### src/rtl/z80_af_regfile.sv
// z80_af_regfile: writeback stage after the 8-bit ALU adder.
// Holds the accumulator A and flag register F (Z80 layout {S,Z,Y,H,X,PV,N,C}),
// the shadow pair A'/F' for EX AF,AF', and handles POP AF loads.
//
// Ports:
//   clk, rst_n          clock, asynchronous active-low reset
//   alu_valid/alu_ready ALU writeback handshake (accepted when both high)
//   alu_result, alu_*   adder result and flags
//   a_we                write alu_result into A on an accepted writeback
//   f_mask              per-bit F write enable for ALU writeback
//   ex_af               swap A/F with A'/F'
//   pop_valid, pop_data POP AF load of {A,F}
//   a_q, f_q, carry_q   current A, F and F[0]
//   busy                high the cycle after a swap or pop
//
// Optional feature: define Z80_UNDOC_XY_FLAGS_EN to copy alu_result[5]/[3]
// into the undocumented Y/X flags on ALU writeback; otherwise they are written 0.

module z80_af_regfile #(
    parameter logic [7:0] RESET_VAL = 8'hFF
) (
    input  logic        clk,
    input  logic        rst_n,
    input  logic        alu_valid,
    output logic        alu_ready,
    input  logic [7:0]  alu_result,
    input  logic        alu_c,
    input  logic        alu_z,
    input  logic        alu_s,
    input  logic        alu_pv,
    input  logic        alu_h,
    input  logic        alu_n,
    input  logic        a_we,
    input  logic [7:0]  f_mask,
    input  logic        ex_af,
    input  logic        pop_valid,
    input  logic [15:0] pop_data,
    output logic [7:0]  a_q,
    output logic [7:0]  f_q,
    output logic        carry_q,
    output logic        busy
);

    logic [7:0] a_d, f_d;
    logic [7:0] a_sh_q, a_sh_d;
    logic [7:0] f_sh_q, f_sh_d;
    logic       busy_q, busy_d;
    // Low during reset; set on the first edge after release so alu_ready stays
    // low until then.
    logic       live_q;

    logic       flag_y, flag_x;
    logic [7:0] new_flags;
    logic       wb_en;

`ifdef Z80_UNDOC_XY_FLAGS_EN
    assign flag_y = alu_result[5];
    assign flag_x = alu_result[3];
`else
    assign flag_y = 1'b0;
    assign flag_x = 1'b0;
`endif

    assign new_flags = {alu_s, alu_z, flag_y, alu_h, flag_x, alu_pv, alu_n, alu_c};
    assign alu_ready = live_q && !pop_valid && !ex_af && !busy_q;
    assign wb_en     = alu_valid && alu_ready;
    assign carry_q   = f_q[0];
    assign busy      = busy_q;

    always_comb begin
        a_d    = a_q;
        f_d    = f_q;
        a_sh_d = a_sh_q;
        f_sh_d = f_sh_q;
        busy_d = 1'b0;
        if (pop_valid) begin
            a_d    = pop_data[15:8];
            f_d    = pop_data[7:0];
            busy_d = 1'b1;
        end else if (ex_af) begin
            a_d    = a_sh_q;
            f_d    = f_sh_q;
            a_sh_d = a_q;
            f_sh_d = f_q;
            busy_d = 1'b1;
        end else if (wb_en) begin
            if (a_we) begin
                a_d = alu_result;
            end
            // Masked bits keep their previous value.
            f_d = (f_q & ~f_mask) | (new_flags & f_mask);
        end
    end

    always_ff @(posedge clk or negedge rst_n) begin
        if (!rst_n) begin
            a_q    <= RESET_VAL;
            f_q    <= RESET_VAL;
            a_sh_q <= RESET_VAL;
            f_sh_q <= RESET_VAL;
            busy_q <= 1'b0;
            live_q <= 1'b0;
        end else begin
            a_q    <= a_d;
            f_q    <= f_d;
            a_sh_q <= a_sh_d;
            f_sh_q <= f_sh_d;
            busy_q <= busy_d;
            live_q <= 1'b1;
        end
    end

endmodule
### config.mk
export PLATFORM = sky130hd
export DESIGN_NAME = z80_af_regfile
export DESIGN_NICKNAME = d
export VERILOG_FILES = /design/src/rtl/z80_af_regfile.sv
export SDC_FILE = /design/constraint.sdc
export NUM_CORES = 1
export LEC_CHECK = 0
export CORE_AREA = 2 2 64 66
export CTS_CLUSTER_DIAMETER = 80
export DETAILED_ROUTE_END_ITERATION = 8
export DIE_AREA = 0 0 66 68
export MAX_ROUTING_LAYER = met4
export PLACE_DENSITY = 0.78
export SLEW_MARGIN = 15
export SYNTH_ARGS = -nofsm -noshare
export SYNTH_HDL_FRONTEND = slang
export SYNTH_SLANG_ARGS = --single-unit
### constraint.sdc
create_clock -name clk -period 2.3 [get_ports clk]
set_input_delay 0.69 -clock clk [delete_from_list [all_inputs] [get_ports clk]]
set_output_delay 0.69 -clock clk [all_outputs]
set_load 0.02 [all_outputs]
; ---- Yosys cells after proc, flatten, opt, wreduce, memory -nomap -nowiden
; Cells that the tools add are included.
[word_totals]
wordCells = 31
register_bits = 34
[classes]
n_bitwise = 5
n_mux = 9
reduce_logical = 11
[ops]
columns = op, count
row1 = 8-bit two-way mux, 7
row2 = 8-bit bitwise AND, 2
row3 = 8-bit inverter, 1
row4 = 8-bit bitwise OR, 1
row5 = 3-bit nonzero test, 2
row6 = 1-bit logical AND, 4
row7 = 2-bit AND reduction, 2
row8 = 1-bit zero test, 3
row9 = 1-bit two-way mux, 2
row10 = 1-bit inverter, 1

; ---- Longest topological paths before layout
[logic_depth]
ltp_word = 8
mapped_depth = 5
ltp_nobuf = 3

; ---- Worst setup path after synthesis
; Ideal clock, no wire load.
[synth_timing]
path_kind = input to output
start = input port pop_valid
end = output port alu_ready
arrival_ps = 1586
path_slack_ps = 24
cell_stages = 3
path_cell_list = nor2_2 > inv_2 > nor3b_1
[synth_between]
elab_chain_cells = 4
[synth_lines]
columns = item, line_no
row1 = start: declaration, 36  ; input logic pop_valid,
row2 = 1-bit zero test, 65  ; assign alu_ready = live_q && !pop_valid && !ex_af && !busy_q;
row3 = 1-bit logical AND (3 in a row), 65
row4 = end: declaration, 25  ; output logic alu_ready,
; No other way between the ends.

; ---- Worst setup path after layout
[layout_timing]
start = input port ex_af
end = output port alu_ready
[layout_between]
elab_chain_cells = 3
[layout_lines]
columns = item, line_no
row1 = start: declaration, 35  ; input logic ex_af,
row2 = 1-bit zero test, 65
row3 = 1-bit logical AND (2 in a row), 65
; No other way between the ends.

==> reports/results.tsv <==
stage	metric	value	unit
place	dpl.hpwl	2930	um
floorplan	core_area	3860	um2
yosys	yosysWarnings	0	
critical_path	crit_path_start_kind	primary input	
yosys	synthTopCellsByArea	dfstp_2 53%, nand2_1 12%, mux2i_1 8.8%, nand4b_1 3.8%, a22oi_1 3.8%	
global_routing	grt_max_degree	35	
yosys	synth-seq-area-share	55.7	%
layout	drive_gt1_share	25.3	%
sta	fmax	459	MHz
layout	syn2layout_area_growth	51.4	%
route	route.detailed.drc	0	
clock_tree	insertion_delay	0.28	ns
critical_path	worst-r2r-setup-slack	0.97	ns
global_routing	grt-ovfl-total	0	
worst_hold_path	min_path_type	flip-flop to flip-flop	
floorplan	dieWidth	66	um
clock_tree	cts_tree	done	
clock_tree	cts_hold_buf	0	
global_routing	grt.total_usage	20.4	%
yosys	synth_cells	155	
route	antenna_left	0	
clock_tree	post-cts-setup-buffers	0	
clock_tree	root_buffer	clkbuf_8	
yosys	syn_nets	199	
global_routing	grt_pass1_wl	6470	um
layout	final_util	62.8	%
sta	fin_crit_sh	94.7	%
clock_tree	cts_buffers	5	
yosys	avgSynthCellArea	10.3	um2
clock_tree	cts.clk_slew.worst_paths	0.06	ns
route	vias	1395	
critical_path	worst_setup_path_end_kind	output pin	
floorplan	die_area	4490	um2
sta	period_minus_slack	2.18	ns
critical_path	worstPathRequired	1.61	ns
global_routing	grt_antenna_before_repair	0	
sta	holdWs	0.459	ns
route	drt_iter0_markers	75	
power	ir_drop	0.412	mV
route	viasPerCell	5.07	
global_routing	first_global_vias	1415	
yosys	ys_seq_elements	34	
critical_path	cp.arrival	1.49	ns
sta	rsz0062_at_grt	no	
layout	fin_nets	269	
run_status	status	complete, no violations	
sta	finalClockSkew	0.00564	ns
critical_path	critPathMaxFanout	3	
clock_tree	cts_resized	9	
floorplan	io_pins	63	
place	io_buffers	62	
sta	hold_viol_final	0	
clock_tree	clock-sinks	34	
floorplan	start_util	41.5	%
route	drt_wl_total	4080	um
critical_path	timing_worst_setup_path_type	primary input to output pin	
yosys	netlist_area	1600	um2
place	gp_congestion	0.769	
layout	antenna_cells	0	
clock_tree	cts_max_path_buffers	2	
power	p_leak	1.08	nW
yosys	yosysTopAreaCellShare	52.5	%
power	p_per_area	696	nW/um2
clock_tree	htreeDepth	2	
floorplan	die_h	68	um
job	cap_violations	0	
route	wl_per_cell	14.9	um
yosys	synth_largest_area_cell	dfstp_2	
floorplan	std_cell_rows	23	
sta	drv_slew	0	
sta	setup_violations	0	
route	dr.pass1.iters	4	
yosys	ys_types	25	
-- power by group --
part           total, W  switching [W]  internal, W  leakage, nW
Sequential     0.000784      0.0000520     0.000731        0.357
Clock          0.000550       0.000204     0.000346       0.0573
Combinational  0.000354       0.000162     0.000192        0.668
-- layer usage --
metal / vias up / global-route usage, % / wire length [um]
met4: 0 / 9.95 / 79
met5: - / - / 0
met1: 663 / 22.2 / 1660
li1: 680 / - / -
met3: 7 / 3.45 / 203
met2: 45 / 36.4 / 2150
-- critical path, cell delays in order --
cell and delay (ns):
dlygate4sd2_1 0.26, nor2_2 0.15, inv_2 0.06, nor3b_2 0.16
buf_4 0.17
-- cell usage after synthesis --
cell type	n
mux2i_1	14
dfstp_2	32
nand2_1	50
a31o_1	1
nor3b_1	1
nor2b_1	1
nand4b_1	7
buf_6	2
conb_1	1
a21oi_1	6
buf_2	4
dfrtp_1	2
a22o_1	2
inv_2	1
and3b_2	1
o21ai_0	6
a22oi_1	8
o22ai_1	6
nand2b_1	1
o21ai_1	2
nor2_2	1
clkbuf_2	1
inv_1	1
buf_4	3
a31o_2	1
-- final timing paths --
check                                      start                    end  depth (start not counted)
setup / recovery                           ex_af              alu_ready                          5
hold / removal             f_sh_q[4]$_DFFE_PN1P_  f_sh_q[4]$_DFFE_PN1P_                          2
setup reg to reg                  busy$_DFF_PN0_     a_q[6]$_DFFE_PN1P_                          5
hold reg to reg            f_sh_q[4]$_DFFE_PN1P_  f_sh_q[4]$_DFFE_PN1P_                          2
max in group asynchronous                  rst_n     a_q[4]$_DFFE_PN1P_                          2
min in group asynchronous                  rst_n         busy$_DFF_PN0_                          2
-- logic make-up (layout without fill, tap and decap cells) --
kind of cell	count (synthesis)	count (layout)	synth area share, %
and+or+nand+nor	62	62	17.8
DFF	34	34	55.7
muxes	14	14	8.76
other	1	1	0.234
AOI/OAI and AO/OA	32	32	12.7
buffers and inverters	12	82	4.85
-- metrics by stage --
stage | TNS, ns | cell area (um2) | cells | setup WS, ns | power [W]
after detailed placement | -0.567 | 2310 | 268 | -0.567 | 0.00115
final | 0 | 2420 | 275 | 0.122 | 0.00169
after floorplan | 0 | 1600 | 155 | 0.0245 | 0.000948
after CTS | 0 | 2420 | 275 | 0.131 | 0.00170
after global routing | 0 | 2420 | 275 | 0.0555 | 0.00177
after global placement | -0.532 | 2310 | 268 | -0.532 | 0.00114
-- cells in the final DEF (no fill, tap or decap), types with 2 or more instances in the layout --
cell             synthesis  routed
buf_4                    3      11
dlygate4sd2_1            0       2
dfstp_2                 32      32
o21ai_0                  6       6
dfrtp_1                  2       2
a21oi_1                  6       6
mux2i_1                 14      14
nand2_1                 50      50
o22ai_1                  6       6
a22oi_1                  8       8
o21ai_1                  2       2
clkbuf_8                 0       6
nand4b_1                 7       7
a22o_1                   2       2
clkdlybuf4s50_1          0      59
-- final cells by class --
cell class	instances	area, um2
fillers	341	1430
flip-flops and latches	34	891
repair buffers	73	711
multi-input cells	109	639
clock buffers	6	82.6
well taps	50	62.6
clock inverters	1	30.0
inverters	2	7.51
Note: power is estimated with default switching activity, not from simulation.
